$ cat config.mk
export PLATFORM = sky130hd
export DESIGN_NAME = jk_mod_counter
export DESIGN_NICKNAME = d
export VERILOG_FILES = /design/src/rtl/jk_mod_counter_pkg.sv /design/src/rtl/jk_mod_counter_cell.sv /design/src/rtl/jk_mod_counter.sv
export SDC_FILE = /design/constraint.sdc
export NUM_CORES = 1
export LEC_CHECK = 0
export CAP_MARGIN = 20
export CELL_PAD_IN_SITES_DETAIL_PLACEMENT = 0
export CELL_PAD_IN_SITES_GLOBAL_PLACEMENT = 1
export CORE_MARGIN = 3
export CORE_UTILIZATION = 31
export CTS_BUF_LIST = sky130_fd_sc_hd__clkbuf_4 sky130_fd_sc_hd__clkbuf_8
export CTS_CLUSTER_DIAMETER = 200
export CTS_CLUSTER_SIZE = 25
export DETAILED_ROUTE_END_ITERATION = 12
export GPL_TIMING_DRIVEN = 0
export PLACE_DENSITY_LB_ADDON = 0.12
export SYNTH_ARGS = -nofsm -noshare
export SYNTH_HDL_FRONTEND = slang
export SYNTH_SLANG_ARGS = --single-unit
$ cat constraint.sdc
create_clock -name clk -period 1.75 [get_ports clk]
set_clock_uncertainty 0.05 [all_clocks]
set_input_delay 0.35 -clock clk [delete_from_list [all_inputs] [get_ports clk]]
set_output_delay 0.35 -clock clk [all_outputs]
set_load 0.02 [all_outputs]
$ cat src/rtl/jk_mod_counter_pkg.sv
// Shared constants for the JK-cell mod-N counter: JK excitation codes and
// count-direction encoding.
package jk_mod_counter_pkg;

    typedef enum logic [1:0] {
        JK_HOLD   = 2'b00,
        JK_RESET  = 2'b01,
        JK_SET    = 2'b10,
        JK_TOGGLE = 2'b11
    } jk_code_e;

    localparam logic DIR_DOWN = 1'b0;
    localparam logic DIR_UP   = 1'b1;

endpackage

$ cat src/rtl/jk_mod_counter_cell.sv
// Single JK flip-flop storage cell with asynchronous active-low reset.
module jk_cell
    import jk_mod_counter_pkg::*;
(
    input  logic clk,
    input  logic reset,
    input  logic J,
    input  logic K,
    output logic Q
);

    always_ff @(posedge clk or negedge reset) begin
        if (!reset) begin
            Q <= 1'b0;
        end else begin
            case ({J, K})
                JK_HOLD:  Q <= Q;
                JK_RESET: Q <= 1'b0;
                JK_SET:   Q <= 1'b1;
                default:  Q <= ~Q;
            endcase
        end
    end

endmodule

$ cat src/rtl/jk_mod_counter.sv
// Mod-N up/down counter built from JK cells; this level computes the per-bit
// J/K excitation, the combinational terminal count and the registered wrap pulse.
module jk_mod_counter
    import jk_mod_counter_pkg::*;
#(
    parameter int WIDTH   = 4,
    parameter int MODULUS = 10
) (
    input  logic             clk,
    input  logic             reset,
    input  logic             en,
    input  logic             up,
    input  logic             load,
    input  logic [WIDTH-1:0] d,
    output logic [WIDTH-1:0] q,
    output logic             tc,
    output logic             wrap
);

    localparam logic [WIDTH-1:0] MAX_Q = WIDTH'(MODULUS - 1);
    localparam logic [WIDTH:0]   MOD_W = (WIDTH + 1)'(MODULUS);

    logic [WIDTH-1:0] w_q;
    logic [WIDTH-1:0] w_nxt;
    logic [WIDTH-1:0] w_j;
    logic [WIDTH-1:0] w_k;
    logic             w_upd;
    logic             w_wrap_nxt;
    logic             w_q_oor;
    logic             r_wrap;

    // Widened compares stay meaningful even when MODULUS == 2**WIDTH.
    assign w_q_oor = ({1'b0, w_q} >= MOD_W);

    always_comb begin
        w_upd      = 1'b0;
        w_nxt      = w_q;
        w_wrap_nxt = 1'b0;
        if (load) begin
            w_upd = 1'b1;
            w_nxt = ({1'b0, d} >= MOD_W) ? MAX_Q : d;
        end else if (en) begin
            w_upd = 1'b1;
            if (up == DIR_UP) begin
                if (w_q_oor || (w_q == MAX_Q)) begin
                    w_nxt      = '0;
                    w_wrap_nxt = 1'b1;
                end else begin
                    w_nxt = WIDTH'({1'b0, w_q} + (WIDTH + 1)'(1));
                end
            end else begin
                if (w_q_oor || (w_q == '0)) begin
                    w_nxt      = MAX_Q;
                    w_wrap_nxt = 1'b1;
                end else begin
                    w_nxt = WIDTH'({1'b0, w_q} - (WIDTH + 1)'(1));
                end
            end
        end
    end

    for (genvar gi = 0; gi < WIDTH; gi++) begin : g_cell
        assign {w_j[gi], w_k[gi]} = !w_upd     ? JK_HOLD
                                  : w_nxt[gi]  ? JK_SET
                                  :              JK_RESET;

        jk_cell u_cell (
            .clk   (clk),
            .reset (reset),
            .J     (w_j[gi]),
            .K     (w_k[gi]),
            .Q     (w_q[gi])
        );
    end

    always_ff @(posedge clk or negedge reset) begin
        if (!reset) begin
            r_wrap <= 1'b0;
        end else begin
            r_wrap <= w_wrap_nxt;
        end
    end

    assign q    = w_q;
    assign wrap = r_wrap;
    assign tc   = en & ~load & ((up & (w_q == MAX_Q)) | (~up & (w_q == '0)));

endmodule
==> run_results.csv <==
group,metric,value,unit
clocking,clock_latency,240,ps
outcome,violations,"setup timing",
timing,setup_viol,4,
floorplan,fp.dieArea,2200,um^2
min_path,worst_hold_path_class,"in2async",
drt,dr.first_iter.drc_count,29,
synth,synth.top_cells.by_area,"dfrtp_1 (24%), ha_1 (9.6%), buf_4 (5.8%)",
drt,detail_route.first_pass.iterations,4,
critical_path,worstSetupPathType,"reg2out",
pwr,p_per_area,748,nW/um^2
drt,post_drt_wl_per_cell,13.4,um
synth,syn_area_per_cell,7.87,um^2
final_layout,finish.net_count,104,
floorplan,row_count,14,
synth,ys_dominant_reg_cell,"dfrtp_1",
floorplan,floorplan.die.width,46.9,um
synth,synthCells,66,
critical_path,worst-path-max-fanout,2,
pwr,max-vdd-ir-drop,328,uV
final_layout,drive_above_1_share,43.3,%
floorplan,io_pins,15,
synth,synth_top_area_share,24.1,%
timing,grt_setup_unrepaired,"yes",
synth,netlist_area_before_placement,519,um^2
timing,layout_min_cycle_time,2020,ps
timing,tightest_slew,482,ps
floorplan,placeableCoreArea,1540,um^2
final_layout,diodes,0,
final_layout,layout.cells.most_common,"buf_4",
floorplan,die_height,46.9,um
timing,timing.max_slew.rel_slack,67.9,%
synth,fraction_of_the_yosys_area_taken_by_sequential_cells,24.1,%
pwr,p_clk_share,23.3,%
synth,synth_seq_cells,5,
pwr,intPower,408,uW
placement,post-dp-hpwl,940,um
critical_path,cp-end-kind,"primary output",
synth,synth_enable_flop_cells,0,
critical_path,worst_ep_required_time,1350,ps
global_route,antenna_found_initial,0,
timing,hold_viol,0,
pwr,finalPower,639,uW
placement,gpl_wtd_cong,0.794,
clocking,clock_sink_count,5,
pwr,p_leak,0.348,nW
synth,synthDistinctLibCells,30,
drt,detail_route.vias_per_cell,5.44,
placement,pre_cts_ws,-907,ps
critical_path,start_kind,"register",
placement,io_buffer_count,12,
global_route,grt_use_total,13.9,%
drt,drc,0,
global_route,pin_count_of_the_biggest_net_entering_global_routing,11,
clocking,hold_buffers,0,
final_layout,area_delta_synth_final,64.6,%
final_layout,mostFrequentLayoutCells,"buf_4 (11), clkdlybuf4s50_1 (8), clkbuf_4 (5), buf_6 (4), nor2_1 (4)",
timing,maxClockFrequency,0.496,GHz
clocking,cts_buffers,3,
timing,setup_slack,-266,ps
synth,mappedNetlistNets,79,
pwr,power.sequential.fraction,22.7,%
drt,num_vias,577,
pwr,power.share.switching,36.2,%
critical_path,worstPathArrival,1620,ps
floorplan,initial_core_util,33.7,%
global_route,globalRouteOverflowTotal,0,
synth,postSynth.asyncResetShare,100,%
synth,post-synth-top-area-cell,"dfrtp_1",
clocking,root_buffer,"clkbuf_4",
clocking,clock_path_buffers,2,
outcome,outcome,"finished with violations",
global_route,first_pass_grt_wire_length,2270,um
final_layout,filler_cell_count,151,
drt,route.final.wire_length,1420,um
clocking,clkSlewWorstSetupHoldPaths,40,ps
pwr,switchingPower,231,uW
job,maxCapViolations,0,
clocking,htree_num_levels,1,
timing,timing.setup.tns,-473,ps
clocking,tritoncts_clock_tree,"done",
synth,synth_warnings,0,
drt,drtAntennaViolNets,0,
timing,final_max_slew_viol_count,0,
timing,post-route-period-util,115,%
global_route,first_global_vias,517,
pwr,combinational_fraction_of_design_power,54.0,%
[worst paths after layout]
| kind | from | end | slack, ps | cells after the start |
|---|---|---|---|---|
| setup / recovery | register | tc | -270 | 5 |
| hold / removal | reset | async pin | 270 | 1 |
| setup reg to reg | register | register | -100 | 7 |
| hold reg to reg | register | wrap | 710 | 4 |
| max in group asynchronous | reset | async pin | 1180 | 1 |
| min in group clk | load | register | 490 | 2 |
[worst max-delay path, cell delays in order, from the launching register on]
cell      delay [ps]
dfrtp_2          410
inv_2             80
ha_4             130
or3b_4           390
a211oi_4         210
buf_6            140
[power groups by stage]
| stage | Combinational [mW] | Sequential, mW | Clock [mW] |
|---|---|---|---|
| 2_1_floorplan | 0.179 | 0.153 | 0 |
| 3_3_place_gp | 0.260 | 0.156 | 0 |
| 3_5_place_dp | 0.256 | 0.156 | 0 |
| 6_report | 0.345 | 0.145 | 0.149 |
| 5_1_grt | 0.372 | 0.147 | 0.163 |
| 4_1_cts | 0.290 | 0.145 | 0.149 |
[per-stage QoR]
step	cells	cell area, um^2	util (%)	hold slack (ps)
4_1_cts	103	764	49.6	281
3_5_place_dp	94	689	44.7	532
3_3_place_gp	94	689	44.7	533
5_1_grt	106	855	55.4	277
2_1_floorplan	66	549	-	4.41
6_report	106	855	55.4	274
[area by class of cell]
cell class,count,area (um^2),area share [%]
Multi-Input combinational cell,47,414,48.5
Inverter,5,18.8,2.20
Timing Repair Buffer,20,184,21.5
Tap cell,16,20.0,2.34
Buffer,9,60.1,7.03
Sequential cell,5,128,14.9
Clock buffer,4,30.0,3.51
[kinds of logic (layout without fill, tap and decap cells)]
family	Yosys count	in the layout	synth area share (%)
AO/OA/AOI/OAI	20	20	25.5
XOR/XNOR	1	1	1.69
adder cells (fa/ha/maj)	4	4	9.64
buffers and inverters	14	38	14.5
flip-flops	5	5	24.1
AND/OR/NAND/NOR	22	22	24.6
[layer usage]
metal | GRT usage [%] | wire length, um | up-vias
met4 | 4.97 | 0 | 0
met1 | 19.4 | 642 | 277
li1 | - | - | 281
met3 | 1.15 | 74 | 0
met2 | 22.5 | 707 | 19
met5 | 0 | 0 | -
[cell usage after synthesis, types with 3 or more instances]
| cell type | n |
|---|---|
| a21oi_1 | 5 |
| o22ai_1 | 3 |
| inv_1 | 5 |
| nor2_1 | 4 |
| dfrtp_1 | 5 |
| nand2b_1 | 3 |
| clkbuf_1 | 4 |
| buf_4 | 4 |
| ha_1 | 4 |
| nor3_1 | 3 |
| nand2_1 | 3 |
[repair_timing]
action | 4_1_cts | 5_1_grt
pin swaps | 4 | 5
gates resized for setup | 12 | 15
endpoints found under the hold margin | 0 | 0
endpoints found under the setup margin | 6 | 5
setup buffers | 5 | 3
Note: power is estimated with default switching activity, not from simulation.
